===== config.mk =====
export PLATFORM = sky130hd
export DESIGN_NAME = kong_key_input
export DESIGN_NICKNAME = d
export VERILOG_FILES = /design/src/rtl/kong_key_input.sv
export SDC_FILE = /design/constraint.sdc
export NUM_CORES = 1
export LEC_CHECK = 0
export BUFFER_PORTS_ARGS = -buffer_cell sky130_fd_sc_hd__buf_2
export CAP_MARGIN = 25
export CORE_MARGIN = 2
export CORE_UTILIZATION = 45
export DETAILED_ROUTE_END_ITERATION = 8
export GPL_TIMING_DRIVEN = 1
export HOLD_SLACK_MARGIN = 0.1
export PLACE_DENSITY_LB_ADDON = 0.08
export SETUP_SLACK_MARGIN = 0.3
export SKIP_CTS_REPAIR_TIMING = 1
export SYNTH_ARGS = -nofsm -noshare
export SYNTH_HDL_FRONTEND = slang
export SYNTH_SLANG_ARGS = --single-unit

===== constraint.sdc =====
create_clock -name clk -period 2.1 [get_ports clk]
set_input_delay 0.42 -clock clk [delete_from_list [all_inputs] [get_ports clk]]
set_output_delay 0.42 -clock clk [all_outputs]
set_load 0.01 [all_outputs]

===== src/rtl/kong_key_input.sv =====
// Kong keyboard front-end: PS/2 events to held-key requests and a one-frame jump window.
// Optional feature: define KONG_JUMP_AUTOREPEAT_EN to re-arm jump while the key stays held.
module kong_key_input #(
    parameter logic [8:0] KEY_RIGHT          = 9'h174,
    parameter logic [8:0] KEY_LEFT           = 9'h16B,
    parameter logic [8:0] KEY_UP             = 9'h175,
    parameter logic [8:0] KEY_DOWN           = 9'h172,
    parameter logic [8:0] KEY_JUMP           = 9'h029,
    parameter int         STUCK_FRAMES       = 120,
    parameter int         JUMP_REPEAT_FRAMES = 20
) (
    input  logic       clk,
    input  logic       reset,
    input  logic       startOfFrame,
    input  logic [8:0] keyCode,
    input  logic       make,
    input  logic       brakee,
    output logic       ask_move_right,
    output logic       ask_move_left,
    output logic       ask_move_up,
    output logic       ask_move_down,
    output logic       ask_move_jump
);

    localparam int WDW = $clog2(STUCK_FRAMES + 1);
    localparam logic [WDW-1:0] WD_LAST = WDW'(STUCK_FRAMES - 1);

    if (STUCK_FRAMES < 1 || JUMP_REPEAT_FRAMES < 2) begin : g_bad_param
        $error("kong_key_input: STUCK_FRAMES >= 1 and JUMP_REPEAT_FRAMES >= 2 required");
    end

    typedef enum logic [1:0] {
        S_IDLE   = 2'd0,
        S_ARMED  = 2'd1,
        S_WINDOW = 2'd2
    } jump_state_t;

    // Bit order: 0=right 1=left 2=up 3=down 4=jump
    logic [4:0]     r_held;
    logic [WDW-1:0] r_wd;
    jump_state_t    r_state;
    logic           r_jump;

    logic [4:0] w_match;
    logic [4:0] w_held_ev;
    logic [4:0] w_held_nxt;
    logic       w_event;
    logic       w_timeout;
    logic       w_jump_arm;

`ifdef KONG_JUMP_AUTOREPEAT_EN
    localparam int RPW = $clog2(JUMP_REPEAT_FRAMES + 1);
    localparam logic [RPW-1:0] RP_LAST = RPW'(JUMP_REPEAT_FRAMES - 1);
    logic [RPW-1:0] r_rep;
`endif

    always_comb begin
        w_match = {keyCode == KEY_JUMP, keyCode == KEY_DOWN, keyCode == KEY_UP,
                   keyCode == KEY_LEFT, keyCode == KEY_RIGHT};
        w_event = make | brakee;
        w_held_ev = r_held;
        if (brakee) begin
            w_held_ev = r_held & ~w_match;
        end else if (make) begin
            w_held_ev = r_held | w_match;
        end
        w_timeout = !w_event && startOfFrame && (|r_held) && (r_wd == WD_LAST);
        w_held_nxt = w_timeout ? 5'b0 : w_held_ev;
        // Typematic repeats of an already held jump key never re-arm
        w_jump_arm = make && !brakee && w_match[4] && !r_held[4];
    end

    always_ff @(posedge clk) begin
        if (reset) begin
            r_held  <= '0;
            r_wd    <= '0;
            r_state <= S_IDLE;
            r_jump  <= 1'b0;
`ifdef KONG_JUMP_AUTOREPEAT_EN
            r_rep   <= '0;
`endif
        end else begin
            r_held <= w_held_nxt;

            if (w_event || w_timeout || r_held == 5'b0) begin
                r_wd <= '0;
            end else if (startOfFrame) begin
                r_wd <= r_wd + 1'b1;
            end

            unique case (r_state)
                S_IDLE: begin
                    if (w_jump_arm) begin
                        r_state <= S_ARMED;
                        r_jump  <= 1'b1;
                    end
`ifdef KONG_JUMP_AUTOREPEAT_EN
                    else if (startOfFrame && w_held_nxt[4]) begin
                        if (r_rep == RP_LAST) begin
                            r_state <= S_ARMED;
                            r_jump  <= 1'b1;
                            r_rep   <= '0;
                        end else begin
                            r_rep <= r_rep + 1'b1;
                        end
                    end
`endif
                end
                S_ARMED: begin
                    if (startOfFrame) begin
                        r_state <= S_WINDOW;
                    end
                end
                S_WINDOW: begin
                    if (startOfFrame) begin
                        r_state <= S_IDLE;
                        r_jump  <= 1'b0;
`ifdef KONG_JUMP_AUTOREPEAT_EN
                        r_rep   <= '0;
`endif
                    end
                end
                default: begin
                    r_state <= S_IDLE;
                    r_jump  <= 1'b0;
                end
            endcase

`ifdef KONG_JUMP_AUTOREPEAT_EN
            if (!w_held_nxt[4]) begin
                r_rep <= '0;
            end
`endif
        end
    end

    assign ask_move_right = r_held[0];
    assign ask_move_left  = r_held[1];
    assign ask_move_up    = r_held[2];
    assign ask_move_down  = r_held[3];
    assign ask_move_jump  = r_jump;

endmodule


## Yosys cells after proc, flatten, opt, wreduce, memory -nomap -nowiden

Cells that the tools add are included.

| storage, ports and cells | value |
|---|---|
| flip-flop bits (word level) | 15 |
| output and inout port bits | 5 |

| operators by class | value |
|---|---|
| add/subtract/negate cells | 1 |
| equal/unequal tests | 11 |
| mux-type cells | 9 |
| bitwise gates (word level) | 5 |
| reductions and logical operators | 19 |

Operators with widths:

| operator | count |
|---|---|
| $eq A9 B9 Y1 const B | 4 |
| $mux W5 | 2 |
| $eq A9 B6 Y1 const B | 1 |
| $add A7 B1 Y7 const B | 1 |
| $eq A7 B7 Y1 const B | 1 |
| $logic_and A1 B1 Y1 | 6 |
| $mux W2 | 3 |
| $ne A2 B2 Y1 const B | 3 |
| $pmux W2 S3 | 1 |
| $reduce_and A3 Y1 | 2 |
| $and A5 B5 Y5 | 1 |
| $logic_not A5 Y1 | 1 |
| $not A5 Y5 | 1 |
| $or A5 B5 Y5 | 1 |
| $reduce_or A5 Y1 | 1 |
| $reduce_or A2 Y1 | 2 |
| $logic_not A1 Y1 | 3 |
| $pmux W1 S3 | 1 |
| $eq A2 B1 Y1 const B | 1 |
| $eq A2 B2 Y1 const B | 1 |
| $logic_not A2 Y1 | 1 |
| $logic_or A1 B1 Y1 | 2 |
| $mux W1 | 2 |
| $reduce_bool A2 Y1 | 1 |
| other kinds (2) | 2 |

## Depth between registers and ports, before layout

Gate-level depths: netlist of run 1.

| logic depth | value |
|---|---|
| word-level depth | 8 |
| gate-level depth with buffers | 6 |

## Least setup slack after synthesis of run 1

No wires, ideal clock.

| timing | value |
|---|---|
| path kind | in2reg |
| start | in keyCode[1] |
| end | reg with a tool-made name |
| setup time | 79 ps |
| data arrival time | 1358 ps |
| data required time | 2021 ps |
| path slack | 663 ps |
| cell stages on the path | 4 |
| cell sequence | or4b_1 > nor4_2 > nor2_1 > a211oi_2 |

RTL lines:

| what | line | text |
|---|---|---|
| from (decl) | 15 | `input logic [8:0] keyCode,` |

## Final worst setup path of run 1

| timing | value |
|---|---|
| start | reg r_wd[0] |
| end | reg r_wd[0] |

| between the ends | value |
|---|---|
| cells in the longest elaborated chain, start to end | 5 |

RTL lines:

| what | line | text |
|---|---|---|
| from (decl) | 40 | `logic [WDW-1:0] r_wd;` |
| from (signal assigned) | 88 | `r_wd <= r_wd + 1'b1;` |
| parallel branches: the longest is 5 deep, another holds $add A7 B1 Y7 | n/a |  |

Parallel ways; which one is timed is not known.
A chain may end at the register's enable or synchronous reset.

==> results of run 1 <==
## logic make-up after synthesis
| family | after synthesis | share of synthesized area |
|---|---|---|
| DFF | 15 | 0.3890 |
| buffers and inverters | 4 | 0.03079 |
| AOI/OAI and AO/OA | 8 | 0.07130 |
| and+or+nand+nor | 46 | 0.3598 |
| adders and majority gates | 1 | 0.01620 |
| muxes | 5 | 0.06483 |
| xor gates and xnor gates | 6 | 0.06807 |
## cell usage after synthesis (2+ instances only)
library cell  number
a21oi_1            3
dfxtp_1           15
inv_1              2
mux2i_1            5
nand2_1            5
nand4_1            6
nor2_1            19
nor2b_1            2
nor3_1             2
nor4_2             2
xnor2_1            2
xor2_1             4
## worst min path at each step
stage	from	to	slack, ns	depth (start not counted)
2_1_floorplan	r_state[1]$_SDFFE_PP0P_	r_state[0]$_SDFFE_PP0P_	0.45	1
3_5_place_dp	ask_move_jump$_SDFFE_PP0P_	ask_move_jump$_SDFFE_PP0P_	0.45	2
3_3_place_gp	ask_move_jump$_SDFFE_PP0P_	ask_move_jump$_SDFFE_PP0P_	0.44	2
6_report	reset	ask_move_jump$_SDFFE_PP0P_	0.35	2
5_1_grt	reset	r_state[1]$_SDFFE_PP0P_	0.37	2
4_1_cts	reset	ask_move_jump$_SDFFE_PP0P_	0.34	2
## stage by stage
stage / hold slack, ns / worst slack (ns) / std cells
after floorplan: 0.4499 / 0.6629 / 85
final: 0.3500 / 0.5077 / 121
after CTS: 0.3443 / 0.5019 / 121
after global routing: 0.3741 / 0.4080 / 121
after global placement: 0.4394 / 0.4916 / 117
after detailed placement: 0.4460 / 0.4495 / 117
## worst max-delay path: stages, from the launching register on
cell     delay, ns
dfxtp_1       0.35
ha_1          0.22
and3_1        0.21
nand4_1       0.12
or3b_1        0.49
nor2_1        0.15
## metal layers
layer  up-vias  share of wire  global-route usage
li1        348              -                   -
met1       308           0.46              0.1791
met2        18           0.49              0.3014
met3         2          0.031             0.02381
met4         0          0.012             0.08824
met5         -              0                   0
## layout make-up
type	instances	area (um2)
fillers	152	666.9
clock buffers	4	26.28
repair buffers	18	90.09
multi-input cells	66	447.9
inverters	2	7.507
well taps	16	20.02
flip-flops and latches	15	300.3
## power by group through the flow
stage | Sequential, W | Combinational [W] | Clock [W]
after floorplan | 0.000291 | 0.0000184 | 0
after global placement | 0.000291 | 0.0000395 | 0
after detailed placement | 0.000291 | 0.0000409 | 0
after CTS | 0.000284 | 0.0000410 | 0.000166
after global routing | 0.000284 | 0.0000451 | 0.000177
final | 0.000284 | 0.0000409 | 0.000161
==> flow_summary.toml, run 1 <==
[sta]
tightest_slew_ns = 0.4159
fin_crit_sh = 0.7582
hold_viol_final = 0
period_minus_slack_ns = 1.592
rsz0062_at_grt = "no"
skew_ns = 0.005639
slew_violations = 0
slew_headroom = 0.7189
fin_setup_tns_ns = 0
setup_viol = 0
fmax_mhz = 628.0

[routing]
first_iter_violations = 7
ant_nets = 0
via_per_inst = 5.587
routedWlPerCell_um = 12.11
totalWireLength_um = 1465
drcViolationCount = 0
routed-via-count = 676
first_pass_iters = 4

[setup_path]
reg2reg_from = "r_wd[0]$_SDFFE_PP0P_"
rr_endpoint = "r_wd[0]$_SDFFE_PP0P_"
crit_end = "r_wd[0]$_SDFFE_PP0P_"
path_max_fanout = 7
required_ns = 2.31
start_kind = "register"
timing.critical_path.from = "r_wd[0]$_SDFFE_PP0P_"
endpoint_kind = "register"
r2r_cells = 5
crit_type = "register to register"
rrSetupSlack_ns = 0.51
arrival_ns = 1.80

[cells_and_area]
antenna_cells = 0
drive_above_1_share = 0.2381
syn_to_final_growth_pct = 15.56
final_cell_mix = "nor2_1, buf_2, dfxtp_1"
post-route-util = 0.5722
mostFrequentLayoutCell = "nor2_1"
final_cell_area_um2 = 892.1
fin_nets = 121

[placement]
portBuffers = 18
dp_hpwl_um = 1169
gp_congestion = 0.6725
placed_area_um2 = 865.8

[logic_synthesis]
yosys_warnings = 0
synth_area_leaders = "dfxtp_1, nor2_1, mux2i_1"
synthesis.nets = 100
syn_area_um2 = 772.0
ys_seq_elements = 15
yosys.area.top_type = "dfxtp_1"
syn_area_per_cell_um2 = 9.082
netlist_instances = 85
synth-seq-area-share = 0.3890
yosysTopAreaCellShare = 0.3890
ys_async_sr_fraction = 0
synth-edff-count = 0
synthFlopType = "dfxtp_1"
synth.distinct_cells = 30

[floorplan]
start_util = 0.4952
dieArea_um2 = 2063
die_w_um = 45.42
die_height_um = 45.42
core_um2 = 1559
ios = 19
row_count = 14

[pwr]
p_sw_w = 0.0001113
power.clock.fraction = 0.331
power_frac_comb = 0.084
p_per_area_nw_per_um2 = 545.2
total_leakage_power_nw = 0.3975
p_seq_frac = 0.585
p_total_w = 0.0004864
sw_frac_of_total = 0.2287
ir_drop_v = 0.0003438
internal_power_w = 0.0003752

[global_routing]
grt_max_degree = 10
grt_pass1_wl_um = 2435
antenna_found_initial = 0
grt_pass1_vias = 613
overflow = 0
grtUsageTotal = 0.1647

[status]
status = "finished clean"

[clock_tree]
clk_pin_slew_worst_paths_ns = 0.09
clock_latency_ns = 0.28
cts_made_buffers = 3
clkSinkCount = 15
cts_tree = "done"
root_buffer = "clkbuf_4"
clock_path_buffers = 2
h-tree-depth = 1

[worst_hold_path]
min_path_type = "input port to register"

[run]
cap_violations = 0
(Power assumes the default switching activity.)
==> run 2: changes to the inputs <==
==> constraint.sdc (replaced) <==
create_clock -name clk -period 1.32 [get_ports clk]
set_input_delay 0.264 -clock clk [delete_from_list [all_inputs] [get_ports clk]]
set_output_delay 0.264 -clock clk [all_outputs]
set_load 0.01 [all_outputs]
==> flow_summary.toml, run 2 (synthesized netlist as in run 1, its figures left out) <==
[placement]
dp_hpwl_um = 1253
portBuffers = 18
gp_congestion = 0.8004

[global_routing]
overflow = 0
grtUsageTotal = 0.1832
grt_max_degree = 9
grt_pass1_vias = 649
grt_pass1_wl_um = 2628
antenna_found_initial = 0

[cells_and_area]
register_area_um2 = 309.0
final_cell_mix = "nor2_1, buf_4, buf_6"
mostFrequentLayoutCell = "nor2_1"
fill_cells = 133
multi_input_area_um2 = 519.2
syn_to_final_growth_pct = 49.43
drive_above_1_share = 0.4876
antenna_cells = 0
fin_nets = 137

[sta]
tightest_slew_ns = 0.3550
fin_setup_tns_ns = -0.4574
fin_crit_sh = 1.058
hold_viol_final = 0
fmax_mhz = 716.3
setup_viol = 8
rsz0062_at_grt = "yes"
period_minus_slack_ns = 1.396
skew_ns = 0.003199
worst_slack_ns = -0.07599
slew_headroom = 0.7601
slew_violations = 0

[clock_tree]
cts_tree = "done"
clkSinkCount = 15
cts_made_buffers = 3
clk_pin_slew_worst_paths_ns = 0.08
h-tree-depth = 1
clock_latency_ns = 0.28
root_buffer = "clkbuf_4"
clock_path_buffers = 2

[setup_path]
critical_path.slowest_cell = "or3b_4"
r2r_cells = 5
rrSetupSlack_ns = -0.08
timing.critical_path.from = "r_wd[0]$_SDFFE_PP0P_"
rr_endpoint = "r_wd[6]$_SDFFE_PP0P_"
path_max_fanout = 7
crit_end = "r_wd[6]$_SDFFE_PP0P_"
path_cells = "ha_4, and3_4, nand4_1, or3b_4, nor2_2"
arrival_ns = 1.62
endpoint_kind = "register"
slowest_delay_ns = 0.46
reg2reg_from = "r_wd[0]$_SDFFE_PP0P_"
crit_type = "register to register"
start_kind = "register"
required_ns = 1.54

[routing]
first_pass_iters = 4
met3_length_um = 48
wl_met2_um = 919
drcViolationCount = 0
top_layer = "met4"
via_per_inst = 5.350
routed-via-count = 733
routedWlPerCell_um = 12.39
ant_nets = 0
first_iter_violations = 6
wl_met1_um = 696
totalWireLength_um = 1697

[status]
status = "complete, but fails checks"
violations = "setup timing"

[floorplan]
dieArea_um2 = 2063
ios = 19
row_count = 14
die_w_um = 45.42
start_util = 0.4952
die_height_um = 45.42
core_um2 = 1559

[pwr]
ir_drop_v = 0.0006753
total_leakage_power_nw = 0.5063
p_per_area_nw_per_um2 = 695.0
p_total_w = 0.0008018

[worst_hold_path]
min_path_type = "input port to register"

[run]
cap_violations = 0
run 2: cell types whose count changed in the layout (fill, tap and decap cells not counted), sizes merged:
cell,delta
buf,+16
run 2: how the worst min path moves through the flow:
stage,to,start,depth (start not counted),slack [ns]
3_5_place_dp,ask_move_jump$_SDFFE_PP0P_,ask_move_jump$_SDFFE_PP0P_,2,0.45
3_3_place_gp,ask_move_jump$_SDFFE_PP0P_,ask_move_jump$_SDFFE_PP0P_,2,0.44
4_1_cts,r_state[1]$_SDFFE_PP0P_,reset,2,0.19
2_1_floorplan,ask_move_jump$_SDFFE_PP0P_,reset,1,0.33
6_report,ask_move_jump$_SDFFE_PP0P_,reset,2,0.20
5_1_grt,ask_move_jump$_SDFFE_PP0P_,reset,2,0.20
run 2: layout make-up:
| type | count | area share |
|---|---|---|
| timing repair buffer | 34 | 0.2354 |
| tap | 16 | 0.01735 |
| sequential | 15 | 0.2679 |
| inverter | 2 | 0.006508 |
| clock buffer | 4 | 0.02278 |
| multi-input combinational | 66 | 0.4501 |
run 2: where the power goes:
part	switching (W)	internal [W]	leakage [nW]
clock	0.000138	0.000117	0.0150
combinational	0.0000469	0.0000479	0.367
sequential	0.000000156	0.000452	0.124
run 2: layer usage:
metal,vias up,GRT usage
li1,378,-
met1,336,0.2025
met2,15,0.3127
met3,4,0.04762
met4,0,0.1059
met5,-,0
run 2: stage by stage:
step	worst slack, ns	utilization	cells	cell area (um2)	hold WS, ns
floorplan	-0.02975	-	85	790.8	0.3331
global placement	-0.1616	0.6308	131	983.4	0.4417
detailed placement	-0.1796	0.6308	131	983.4	0.4484
CTS	-0.1291	0.6477	135	1010	0.1918
finish	-0.07599	0.7400	137	1154	0.2025
global route	-0.1400	0.7400	137	1154	0.1994
run 2: critical path, delay by kind of cell, from the launching register on:
kind | cells | cell delay (ns)
flip-flops | 1 | 0.34
AND/OR/NAND/NOR | 4 | 0.84
adder cells (fa/ha/maj) | 1 | 0.16
==> run 3: changes to the inputs <==
--- a/config.mk
+++ b/config.mk
@@ -7,7 +7,6 @@
 export LEC_CHECK = 0
 export BUFFER_PORTS_ARGS = -buffer_cell sky130_fd_sc_hd__buf_2
 export CAP_MARGIN = 25
-export CORE_MARGIN = 2
 export CORE_UTILIZATION = 45
 export DETAILED_ROUTE_END_ITERATION = 8
 export GPL_TIMING_DRIVEN = 1
==> constraint.sdc (replaced) <==
create_clock -name clk -period 1.3 [get_ports clk]
set_input_delay 0.26 -clock clk [delete_from_list [all_inputs] [get_ports clk]]
set_output_delay 0.26 -clock clk [all_outputs]
set_load 0.01 [all_outputs]
==> flow_summary.toml, run 3 (synthesized netlist as in run 1, its figures left out) <==
[routing]
totalWireLength_um = 1774
met3_length_um = 73
wl_met2_um = 1002
top_layer = "met4"
first_pass_iters = 6
wl_met1_um = 676
routed-via-count = 751
first_iter_violations = 11
ant_nets = 0
routedWlPerCell_um = 12.76
drcViolationCount = 8
via_per_inst = 5.403

[clock_tree]
clock_path_buffers = 2
clkSinkCount = 15
clk_pin_slew_worst_paths_ns = 0.09
cts_tree = "done"
root_buffer = "clkbuf_4"
cts_made_buffers = 3
clock_latency_ns = 0.28
h-tree-depth = 1

[sta]
rsz0062_at_grt = "yes"
fmax_mhz = 715.7
hold_viol_final = 0
tightest_slew_ns = 0.3441
fin_setup_tns_ns = -0.7735
skew_ns = 0.003212
slew_headroom = 0.7675
period_minus_slack_ns = 1.397
fin_crit_sh = 1.075
slew_violations = 0
worst_slack_ns = -0.09720
setup_viol = 10

[placement]
dp_hpwl_um = 1212
gp_congestion = 0.7816
placed_cells = 132
pre_cts_ws_ns = -0.1734
portBuffers = 18

[cells_and_area]
mostFrequentLayoutCell = "nor2_1"
antenna_cells = 0
final_cell_mix = "nor2_1, buf_4, buf_2"
syn_to_final_growth_pct = 52.19
layoutNonFillerInstCount = 139
post-route-util = 0.7536
drive_above_1_share = 0.5041
fin_nets = 139
fill_cells = 116

[setup_path]
rrSetupSlack_ns = -0.1
required_ns = 1.48
path_max_fanout = 7
arrival_ns = 1.58
endpoint_kind = "register"
start_kind = "register"
crit_type = "register to register"

[pwr]
p_per_area_nw_per_um2 = 697.5
ir_drop_v = 0.0007555
total_leakage_power_nw = 0.5133

[global_routing]
overflow = 0
grtUsageTotal = 0.1922
antenna_found_initial = 0
grt_max_degree = 10
grt_pass1_wl_um = 2663
grt_pass1_vias = 687

[floorplan]
ios = 19
start_util = 0.4952
die_height_um = 43.42
die_w_um = 43.42
dieArea_um2 = 1885
row_count = 14
core_um2 = 1559

[status]
status = "complete, but fails checks"
violations = "DRC, setup timing"

[run]
cap_violations = 0

[worst_hold_path]
hp-start = "reset"
min_path_type = "input port to register"
==> run 3: final timing paths <==
kind	cells past startpoint	endpoint
worst min register to register	1	r_state[0]$_SDFFE_PP0P_
worst min-delay path	2	ask_move_jump$_SDFFE_PP0P_
worst max register to register	4	r_wd[4]$_SDFFE_PP0P_
worst max-delay path	4	r_wd[4]$_SDFFE_PP0P_
==> run 3: report_power, final <==
group | switching, W | internal [W]
registers | 0.000000190 | 0.000459
clock network | 0.000147 | 0.000114
logic | 0.0000487 | 0.0000500
==> run 3: final cells by class <==
| type | count | area, um2 | area share |
|---|---|---|---|
| Timing Repair Buffer | 36 | 274.0 | 0.2332 |
| Tap cell | 16 | 20.02 | 0.01704 |
| Sequential cell | 15 | 309.0 | 0.2630 |
| Clock inverter | 1 | 5.005 | 0.004260 |
| Inverter | 2 | 7.507 | 0.006390 |
| Multi-Input combinational cell | 66 | 536.8 | 0.4569 |
| Clock buffer | 3 | 22.52 | 0.01917 |
==> run 3: worst max-delay path: stages, from the launching register on <==
cell and delay, ns:
dfxtp_2 0.33, or4_4 0.54, o21ai_4 0.18, or3b_4 0.20, nor2_1 0.05
==> run 3: routing by layer <==
layer | vias up | GRT usage
li1 | 383 | -
met1 | 351 | 0.2052
met2 | 15 | 0.3455
met3 | 2 | 0.06667
met4 | 0 | 0.07500
met5 | - | 0
==> run 3: through the flow <==
stage	area (um2)	total power (W)	hold WS [ns]
2_1_floorplan	790.8	0.0005000	0.3291
6_report	1175	0.0008194	0.1944
3_5_place_dp	991.0	0.0005491	0.4493
3_3_place_gp	991.0	0.0005477	0.4421
4_1_cts	1018	0.0008135	0.1893
5_1_grt	1175	0.0008719	0.1990
